### src/rtl/lif_scheduler.sv
// Time-multiplexed LIF neuron scheduler: fetches one current per neuron over a
// valid/ready handshake, updates U' = I + (U >> BETA_SHIFT) and publishes spikes.
module lif_scheduler #(
  parameter int N_NEURONS   = 4,
  parameter int W           = 8,
  parameter int THRESH_INIT = 127,
  parameter int BETA_SHIFT  = 1,
  parameter int REFRACT     = 2
) (
  input  logic                         clk,
  input  logic                         rst,
  input  logic                         start,
  output logic                         cur_req,
  output logic [$clog2(N_NEURONS)-1:0] cur_idx,
  input  logic                         cur_valid,
  input  logic [W-1:0]                 cur_data,
  input  logic                         cfg_we,
  input  logic [W-1:0]                 cfg_thresh,
  output logic                         busy,
  output logic                         done,
  output logic [N_NEURONS-1:0]         spike_vec,
  output logic [W-1:0]                 threshold
);

  localparam int IW = $clog2(N_NEURONS);
  localparam int RW = (REFRACT > 0) ? $clog2(REFRACT + 1) : 1;

  localparam logic [1:0] S_IDLE   = 2'd0;
  localparam logic [1:0] S_FETCH  = 2'd1;
  localparam logic [1:0] S_UPDATE = 2'd2;
  localparam logic [1:0] S_DONE   = 2'd3;

  logic [1:0]           state;
  logic [W-1:0]         u    [N_NEURONS];
  logic [RW-1:0]        refr [N_NEURONS];
  logic [W-1:0]         cur_lat;
  logic [N_NEURONS-1:0] spk_work;
  logic [N_NEURONS-1:0] spk_next;
  logic [W:0]           sum;
  logic [W-1:0]         sum_sat;
  logic                 in_refr;
  logic                 fire;
  logic                 last;

  always_comb begin
    sum      = {1'b0, cur_lat} + {1'b0, (u[cur_idx] >> BETA_SHIFT)};
    sum_sat  = sum[W] ? '1 : sum[W-1:0];
    in_refr  = (refr[cur_idx] != '0);
    fire     = !in_refr && (sum_sat >= threshold);
    last     = (cur_idx == IW'(N_NEURONS - 1));
    // Fold the neuron being updated now into the vector so the last neuron's
    // spike is already visible when spike_vec is published.
    spk_next = spk_work;
    if (state == S_UPDATE && fire)
      spk_next[cur_idx] = 1'b1;
  end

  always_ff @(posedge clk) begin
    if (rst) begin
      state     <= S_IDLE;
      cur_idx   <= '0;
      cur_lat   <= '0;
      spk_work  <= '0;
      spike_vec <= '0;
      threshold <= W'(THRESH_INIT);
      for (int unsigned i = 0; i < N_NEURONS; i++) begin
        u[i]    <= '0;
        refr[i] <= '0;
      end
    end else begin
      case (state)
        S_IDLE: begin
          if (cfg_we)
            threshold <= cfg_thresh;
          if (start) begin
            state    <= S_FETCH;
            cur_idx  <= '0;
            spk_work <= '0;
          end
        end
        S_FETCH: begin
          if (cur_valid) begin
            cur_lat <= cur_data;
            state   <= S_UPDATE;
          end
        end
        S_UPDATE: begin
          spk_work <= spk_next;
          if (in_refr) begin
            refr[cur_idx] <= refr[cur_idx] - 1'b1;
            u[cur_idx]    <= '0;
          end else if (fire) begin
            u[cur_idx]    <= '0;
            refr[cur_idx] <= RW'(REFRACT);
          end else begin
            u[cur_idx]    <= sum_sat;
          end
          if (last) begin
            state     <= S_DONE;
            spike_vec <= spk_next;
          end else begin
            cur_idx <= cur_idx + 1'b1;
            state   <= S_FETCH;
          end
        end
        default: begin
          state   <= S_IDLE;
          cur_idx <= '0;
        end
      endcase
    end
  end

  assign cur_req = (state == S_FETCH);
  assign busy    = (state != S_IDLE);
  assign done    = (state == S_DONE);

endmodule

### config.mk
export PLATFORM = sky130hd
export DESIGN_NAME = lif_scheduler
export DESIGN_NICKNAME = d
export VERILOG_FILES = /design/src/rtl/lif_scheduler.sv
export SDC_FILE = /design/constraint.sdc
export NUM_CORES = 1
export LEC_CHECK = 0
export ABC_AREA = 1
export CORE_MARGIN = 8
export CORE_UTILIZATION = 61
export DETAILED_ROUTE_END_ITERATION = 8
export GPL_TIMING_DRIVEN = 0
export PLACE_DENSITY = 0.95
export SYNTH_ARGS = -nofsm -noshare
export SYNTH_HDL_FRONTEND = slang
export SYNTH_SLANG_ARGS = --single-unit
### constraint.sdc
create_clock -name clk -period 11.3 [get_ports clk]
set_input_delay 2.26 -clock clk [delete_from_list [all_inputs] [get_ports clk]]
set_output_delay 2.26 -clock clk [all_outputs]
set_load 0.01 [all_outputs]
==> metrics.md, run 1 <==
| Metric | Value |
|---|---|
| Routed length per instance | 16.0 um |
| Hold Path Depth | 2 |
| Sequential area share after synthesis | 48.5% |
| CP startpoint kind | register |
| Clk_skew | 0.0158 ns |
| CTS buffer count | 9 |
| Vias | 2,958 |
| Layout fillers | 367 |
| Largest net degree at the start of global routing | 13 |
| Die height | 91.4 um |
| Total GRT Usage | 20.3% |
| CP peak stage delay | 0.43 ns |
| Slowest cell on crit path | nor2_1 |
| RSZ-0062 raised after global routing | no |
| Syn Std Cell Area | 0.00347 sq mm |
| Most used cell, CP | nand2_1 |
| DR pass1 iterations | 6 |
| Power Total | 594 uW |
| Final-stage net count | 489 |
| Hpwl dp | 6010 um |
| Crit path DAT | 4.93 ns |
| Worst slew pin tran | 0.866 ns |
| Initial antenna violation count | 0 |
| Placer congestion estimate | 0.882 |
| Vias per cell | 5.65 |
| CP Cell Sequence | buf_2 -> clkinv_1 -> clkbuf_1 -> o21ai_0 -> o22ai_1 -> ha_1 -> a21oi_1 -> nor2_1 -> a21oi_1 -> nand2_1 -> nor2_1 -> inv_1 -> ha_1 -> nand2_1 -> nand3_1 -> nand2_1 -> nand2_1 -> nand2_1 -> nand3_1 -> nor2_4 -> inv_2 -> nor3_2 |
| Synth top area share | 31.2% |
| Post-Syn Area per Cell | 8.66 sq um |
| Hold/Removal Path Class | reg -> reg |
| Sink Count | 66 |
| Final Hold Viols | 0 |
| Syn nets | 442 |
| CTS root buf | clkbuf_8 |
| Flops & latches, synth | 66 |
| Die area | 0.00835 sq mm |
| Maximum vdd drop | 0.000109 V |
| WL final | 8360 um |
| Slew HR | 42.0% |
| IO Port Bufs | 36 |
| Vias in the first global route | 2,906 |
| Synth area leaders | edfxtp_1 (31%), dfxtp_1 (17%), nand2_1 (7.3%), ha_1 (7.2%), inv_1 (5.8%) |
| FFs w/ async S/R, synth | 0% |
| Chip width | 91.4 um |
| Pwr/cell area | 144 mW/mm^2 |
| # hold bufs at CTS | 0 |
| First-pass GRT wire length | 13,600 um |
| Initial drt markers | 263 |
| Final antenna-violating net count | 0 |
| Setup Viol. Count Final | 0 |
| Synth area leader | edfxtp_1 |
| Peak fanout along the critical path | 10 |
| Stages on worst setup path | 22 |
| Post-Syn Instances | 400 |
| Commonest cells post-synth | nand2_1 (67), inv_1 (54), nor2_1 (45), edfxtp_1 (36), dfxtp_1 (30) |
| Critical path class | reg -> reg |
| Final Cycle Share | 42.1% |
| Worst R2R Setup Slack | 6.54 ns |
| CTS tree | done |
| Fraction of final layout cells sized beyond drive strength 1 | 8.85% |
| Main synth FF type | edfxtp_1 |
| R2R Path End | u[0][1] |
| Min-delay src | cur_lat[3] |
| Min Tclk post-route | 4.76 ns |
| TNS Setup | 0 ns |
| Gr ovfl total | 0 |
| Synth cell types | 35 |
| Clk slew on worst S/H paths | 0.09 ns |
| # resized after CTS | 0 |
| Ant diodes | 0 |
| Clk Latency, worst-skew pair | 0.36 ns |
| Postcts setup bufs | 0 |
| Worst Path Required | 11.47 ns |
| Fin util | 74.7% |
| Status | finished clean |
| R2r worst-path depth | 22 |
| Residual DRC count | 0 |
| Number of enable flip-flop cells after synthesis | 36 |
| Initial core utilization | 62.9% |
| Max clock buf depth | 2 |
| Hold endpoint | cur_lat[3] |
| Area delta synth->final | 18.7% |
| CP bufs+invs | 5 |
| Ys Warns | 0 |
| Fmax | 210 MHz |
| Max Slew Vio Count | 0 |
| CP Capture Type | register |
| Cell family with most CP delay | simple AND/OR/NAND/NOR gates |
| LEAKAGE | 1.80 nW |
| H-tree lvl count | 3 |
| Max-Cap Viols | 0 |
| # rows | 27 |
| IO Count | 38 |
| Core Area | 0.00551 sq mm |
| Most frequent cell after synthesis | nand2_1 |
[layout by cell type, fill, tap and decap left out, types with 5 or more instances in the layout]
| master | Yosys | layout |
|---|---|---|
| a21oi_1 | 26 | 26 |
| a31oi_1 | 5 | 5 |
| clkbuf_1 | 8 | 8 |
| clkbuf_8 | 0 | 9 |
| clkdlybuf4s50_1 | 0 | 36 |
| dfxtp_1 | 30 | 30 |
| edfxtp_1 | 36 | 36 |
| ha_1 | 20 | 20 |
| inv_1 | 54 | 54 |
| nand2_1 | 67 | 67 |
| nand3_1 | 22 | 22 |
| nand4_1 | 8 | 8 |
| nor2_1 | 45 | 45 |
| o211ai_1 | 7 | 7 |
| o21a_1 | 6 | 6 |
| o21ai_0 | 17 | 17 |
| o22ai_1 | 7 | 7 |
[per-stage QoR]
step	setup WS [ns]	hold WS, ns	instance area, sq um	std cells
2_1_floorplan	7.64	0.445	3470	400
6_report	6.54	0.478	4120	524
5_1_grt	6.19	0.492	4120	524
3_5_place_dp	6.77	0.464	3920	508
3_3_place_gp	7.01	0.460	3920	508
4_1_cts	6.63	0.475	4110	524
[area by class of cell]
type | instances | area [sq um] | area share, %
flip-flops and latches | 66 | 1680 | 40.9
multi-input cells | 261 | 1500 | 36.4
repair buffers | 36 | 360 | 8.76
inverters | 62 | 235 | 5.72
clock buffers | 9 | 124 | 3.01
well taps | 72 | 90.1 | 2.19
clock inverters | 7 | 70.1 | 1.70
plain buffers | 11 | 57.6 | 1.40
[worst max path at each step]
stage               startpoint          to  slack, ns
global route          register     u[0][1]       6.19
floorplan             register  refr[3][0]       7.64
finish                register     u[0][1]       6.54
detailed placement    register  refr[3][1]       6.77
global placement      register  refr[3][0]       7.01
CTS                   register     u[0][1]       6.63
[power by group]
part,switching [mW],internal [mW],total (mW),leakage (nW)
Combinational,0.0755,0.0457,0.121,1.09
Sequential,0.00831,0.264,0.272,0.617
Clock,0.0988,0.101,0.200,0.0990
[cell families after synthesis]
family,Yosys count,synth area share [%]
adder cells (fa/ha/maj),21,7.80
buffers and inverters,73,8.45
AND/OR/NAND/NOR,160,21.6
AO/OA/AOI/OAI,78,13.2
XOR/XNOR,2,0.506
flip-flops,66,48.5
[routing by layer]
layer	GRT usage [%]	part of all wire, %
met1	22.8	41
met2	35.9	51
met3	4.28	6.5
met4	9.96	2.2
met5	0	0
[registers in the layout (all words and copies together) (netlist names), named ones only]
register   flops
u             28
cur_lat        8
refr           8
threshold      8
spike_vec      4
spk_work       4
cur_idx        2
state          2
[worst reg2reg max path, stage by stage (launching register included)]
cell      delay [ns]
dfxtp_1         0.31
buf_2           0.21
clkinv_1        0.27
clkbuf_1        0.31
o21ai_0         0.23
o22ai_1         0.11
ha_1            0.37
a21oi_1         0.28
nor2_1          0.09
a21oi_1         0.17
nand2_1         0.20
nor2_1          0.43
inv_1           0.11
ha_1            0.31
nand2_1         0.07
nand3_1         0.07
nand2_1         0.06
nand2_1         0.05
nand2_1         0.10
nand3_1         0.23
nor2_4          0.25
inv_2           0.12
nor3_2          0.23
(Power assumes the default switching activity.)
==> inputs of run 2 (changes only) <==
- CORE_UTILIZATION: 61 -> 56
- PLACE_DENSITY: 0.95 -> 0.9
- clock period: 11.3 -> 4.65 ns (I/O delays scaled with it)
==> run 2 against run 1 <==
Net effect:
- sequential share of layout area shrank 0.45 points
- combinational power grew to 2.5 times the previous value
- maximum frequency increased by 11%
- final cell count rose by 0.57%
- global-route usage shrank 1.7 points
- utilization down 4.9 points
- sequential power grew 140%
- total power grew to 2.5 times the previous value
- count of clock-buffer cells in the layout is the same
- die area rose by 7.3%
- largest cell class unchanged
==> metrics.md, run 2 (synthesized netlist as in run 1, its figures left out) <==
| Metric | Value |
|---|---|
| Tightest hold margin | 0.482 ns |
| # rows | 28 |
| Peak fanout along the critical path | 10 |
| IO Port Bufs | 36 |
| WL final | 7940 um |
| Die area | 0.00896 sq mm |
| Core Area | 0.00596 sq mm |
| # resized after CTS | 0 |
| Gr ovfl total | 0 |
| Slew HR | 22.7% |
| Hold Path Depth | 2 |
| CTS buffer count | 9 |
| Most frequent cells in the layout | nand2_1 (67), inv_1 (54), nor2_1 (44) |
| R2r worst-path depth | 22 |
| Worst Path Required | 4.85 ns |
| Clk Latency, worst-skew pair | 0.35 ns |
| Worst slew pin tran | 1.15 ns |
| DR pass1 iterations | 4 |
| Final-stage net count | 489 |
| Final antenna-violating net count | 0 |
| Hold/Removal Path Class | reg -> reg |
| Placed Area | 0.00392 sq mm |
| Layout fillers | 427 |
| Max-Cap Viols | 0 |
| Vias per cell | 5.59 |
| FF/Latch Area | 0.00168 sq mm |
| CP startpoint kind | register |
| Final instance area | 0.00416 sq mm |
| Clk_skew | 0.00769 ns |
| Total GRT Usage | 18.6% |
| H-tree lvl count | 3 |
| Final Hold Viols | 0 |
| Fmax | 234 MHz |
| Postcts setup bufs | 0 |
| RSZ-0062 raised after global routing | no |
| Final Cycle Share | 92.1% |
| Fraction of final layout cells sized beyond drive strength 1 | 9.29% |
| Most common cell after layout, fill and taps aside | nand2_1 |
| Vias in the first global route | 2,969 |
| Setup Viol. Count Final | 0 |
| Max reg flops | 28 |
| CTS root buf | clkbuf_8 |
| Initial antenna violation count | 0 |
| Die height | 94.7 um |
| Hold endpoint | spk_work[0] |
| Multi-input gate area | 0.00151 sq mm |
| Fin util | 69.9% |
| Area delta synth->final | 20.1% |
| Critical path class | reg -> reg |
| Crit path DAT | 4.48 ns |
| Status | finished clean |
| Min-delay src | spk_work[0] |
| Max clock buf depth | 2 |
| Placer congestion estimate | 0.860 |
| Routed length per instance | 15.1 um |
| First-pass GRT wire length | 13,100 um |
| Biggest register | u |
| Largest net degree at the start of global routing | 13 |
| Initial core utilization | 58.2% |
| Power Total | 1.49 mW |
| Clk slew on worst S/H paths | 0.07 ns |
| Initial drt markers | 179 |
| # hold bufs at CTS | 0 |
| IO Count | 38 |
| CTS tree | done |
| Vias | 2,947 |
| Worst R2R Setup Slack | 0.37 ns |
| Min Tclk post-route | 4.28 ns |
| Max Slew Vio Count | 0 |
| Hpwl dp | 5830 um |
| Pwr/cell area | 359 mW/mm^2 |
| R2R Path End | u[2][3] |
| CP Capture Type | register |
| Ant diodes | 0 |
| Maximum vdd drop | 0.000214 V |
| TNS Setup | 0 ns |
| Chip width | 94.7 um |
| Sink Count | 66 |
| LEAKAGE | 1.82 nW |
| Residual DRC count | 0 |
run 2: cell count changes in the layout (fill, tap and decap cells not counted), sizes merged:
cell | previous run | this run
bufinv | 1 | 2
clkinv | 8 | 6
clkinvlp | 1 | 2
run 2: metal layers:
metal / vias up / share of wire [%] / track usage [%]
li1: 1444 / - / -
met1: 1372 / 42 / 21.0
met2: 101 / 50 / 31.3
met3: 30 / 4.5 / 3.49
met4: 0 / 3.3 / 12.9
met5: - / 0 / 0
run 2: worst max-delay path: stages, from the launching register on:
cell	delay [ns]
dfxtp_1	0.31
buf_2	0.22
clkinvlp_4	0.21
clkbuf_2	0.24
nor2_1	0.14
o22ai_1	0.11
ha_1	0.22
fa_1	0.44
nand3_1	0.11
nand2_1	0.08
nand4_1	0.08
nand2_1	0.19
inv_1	0.16
nand3_1	0.16
ha_1	0.35
nand2_1	0.07
inv_1	0.04
nor2_1	0.09
o21a_1	0.14
nand3_1	0.23
nor2_4	0.25
nand2_1	0.14
nor2_1	0.13
run 2: cell type report:
class	instances	area share, %
buffer	11	1.41
clock buffer	9	2.98
clock inverter	7	2.25
inverter	62	5.74
multi-input combinational	261	36.3
sequential	66	40.4
tap	75	2.25
timing repair buffer	36	8.66
run 2: report_power, final:
group / switching, mW / total (mW) / internal, mW / leakage, nW
Clock: 0.228 / 0.528 / 0.301 / 0.107
Sequential: 0.0199 / 0.662 / 0.642 / 0.617
Combinational: 0.188 / 0.303 / 0.116 / 1.09
run 2: worst max-delay path by stage:
stage	endpoint	from	slack, ns	cells past startpoint
after floorplan	refr[3][0]	register	0.99	22
after global placement	refr[3][1]	register	0.42	22
after detailed placement	refr[3][1]	register	0.28	22
after CTS	refr[3][1]	register	0.27	22
after global routing	u[1][2]	register	0.005	22
final	u[2][3]	register	0.37	22
run 2: metrics by stage:
stage	setup slack [ns]	std cells
2_1_floorplan	0.991	400
3_3_place_gp	0.421	511
3_5_place_dp	0.284	511
4_1_cts	0.267	527
5_1_grt	0.00475	527
6_report	0.367	527
==> inputs of run 3 (changes only) <==
- SETUP_SLACK_MARGIN: unset -> 0.15
==> run 3 against run 2 <==
Net effect:
- cell area grew 0.18%
- wire length grew 0.69%
- die area unchanged
- sequential share of layout area shrank 0.073 points
- largest power group unchanged
==> metrics.md, run 3 (synthesized netlist as in run 1, its figures left out) <==
| Metric | Value |
|---|---|
| Status | finished clean |
| Clk Latency, worst-skew pair | 0.34 ns |
| Worst slew pin tran | 1.16 ns |
| LEAKAGE | 1.82 nW |
| Max reg flops | 28 |
| Initial drt markers | 175 |
| Largest net degree at the start of global routing | 13 |
| Fin cells | 527 |
| IO Port Bufs | 36 |
| Max Slew Vio Count | 0 |
| TNS Setup | 0 ns |
| Gr ovfl total | 0 |
| # rows | 28 |
| CTS buffer count | 9 |
| DR pass1 iterations | 5 |
| Crit path DAT | 4.40 ns |
| Hpwl dp | 5830 um |
| Comb power frac | 20.5% |
| Min Tclk post-route | 4.20 ns |
| Postcts setup bufs | 0 |
| Chip width | 94.7 um |
| Clk slew on worst S/H paths | 0.07 ns |
| Area delta synth->final | 20.3% |
| CTS root buf | clkbuf_8 |
| Residual DRC count | 0 |
| CP startpoint kind | register |
| Routed length per instance | 15.2 um |
| Ant diodes | 0 |
| Sw Ratio | 29.1% |
| Slew HR | 21.8% |
| Fraction of final layout cells sized beyond drive strength 1 | 9.73% |
| Max clock buf depth | 2 |
| Final antenna-violating net count | 0 |
| Max-Cap Viols | 0 |
| Post-Place Cells | 511 |
| Worst Path Required | 4.85 ns |
| Clock share of power | 35.2% |
| CP Capture Type | register |
| Die height | 94.7 um |
| RSZ-0062 raised after global routing | no |
| Fmax | 238 MHz |
| Die area | 0.00896 sq mm |
| Most frequent cells in the layout | nand2_1 (66), inv_1 (54), nor2_1 (44) |
| Critical path class | reg -> reg |
| Maximum vdd drop | 0.000214 V |
| Pint | 1.06 mW |
| Vias in the first global route | 2,969 |
| Core Area | 0.00596 sq mm |
| H-tree lvl count | 3 |
| IO Count | 38 |
| Most common cell after layout, fill and taps aside | nand2_1 |
| Final-stage net count | 489 |
| WL final | 8000 um |
| Initial antenna violation count | 0 |
| Biggest register | u |
| Pwr/cell area | 358 mW/mm^2 |
| Initial core utilization | 58.2% |
| Seq pwr share | 44.3% |
| Placer congestion estimate | 0.860 |
| Setup Viol. Count Final | 0 |
| Peak fanout along the critical path | 10 |
| Total GRT Usage | 18.6% |
| Final Cycle Share | 90.3% |
| Sink Count | 66 |
| Clk_skew | 0.00649 ns |
| Vias | 2,919 |
| NetSw | 435 uW |
| Vias per cell | 5.54 |
| CTS tree | done |
| Final Hold Viols | 0 |
| First-pass GRT wire length | 13,100 um |
| Hold/Removal Path Class | reg -> reg |
[run 3: cell counts in the layout (fill, tap and decap cells not counted)]
No cell type changed its count.
[run 3: timing repair]
item | 4_1_cts | 5_1_grt
resized for setup | 0 | 9
endpoints found under the setup margin | 0 | 44
hold buffers | 0 | 0
[run 3: critical path, cell delays in order, from the launching register on]
cell,delay (ns)
dfxtp_1,0.32
buf_2,0.22
clkinvlp_4,0.21
clkbuf_2,0.24
o21ai_0,0.20
o22ai_1,0.12
ha_1,0.36
a21oi_1,0.25
nor2_1,0.06
a21oi_1,0.17
nand2_2,0.16
inv_1,0.13
nand3_1,0.16
ha_1,0.35
nand2_1,0.07
inv_1,0.03
nor2_1,0.13
o21a_1,0.19
nand3_2,0.17
nor2_4,0.23
nand2_1,0.16
nor2_1,0.12
[run 3: layer usage]
layer  global-route usage (%)  vias up  routed length [um]
li1                         -     1443                   -
met3                     3.49       22                 308
met2                     31.3       87                4030
met5                        0        -                   0
met1                     21.0     1367                3400
met4                     12.9        0                 258
[run 3: worst paths after layout]
check             start         end  slack, ns  cells past startpoint
max            register     u[0][6]       0.45                     21
min          cur_lat[0]  cur_lat[0]       0.48                      2
max reg2reg    register     u[0][6]       0.45                     21
min reg2reg  cur_lat[0]  cur_lat[0]       0.48                      2
[run 3: cell type report]
| cell class | count | area [sq um] |
|---|---|---|
| fillers | 427 | 1790 |
| flip-flops and latches | 66 | 1680 |
| multi-input cells | 261 | 1520 |
| repair buffers | 36 | 360 |
| inverters | 62 | 239 |
| clock buffers | 9 | 124 |
| clock inverters | 7 | 93.8 |
| well taps | 75 | 93.8 |
| plain buffers | 11 | 58.8 |
[run 3: metrics by stage]
stage / util, % / cell area (sq um) / total power [mW] / setup slack, ns / hold slack (ns)
6_report: 70.0 / 4170 / 1.49 / 0.450 / 0.483
5_1_grt: 70.0 / 4170 / 1.55 / 0.159 / 0.499
4_1_cts: 69.5 / 4140 / 1.48 / 0.267 / 0.483
3_5_place_dp: 65.8 / 3920 / 0.960 / 0.284 / 0.473
3_3_place_gp: 65.8 / 3920 / 0.947 / 0.421 / 0.460
2_1_floorplan: - / 3470 / 0.862 / 0.991 / 0.445
[run 3: power by group through the flow]
stage	combinational, mW	sequential [mW]	clock [mW]
final	0.306	0.662	0.526
after floorplan	0.188	0.674	0
after global placement	0.273	0.673	0
after global routing	0.335	0.665	0.551
after CTS	0.292	0.662	0.531
after detailed placement	0.285	0.675	0
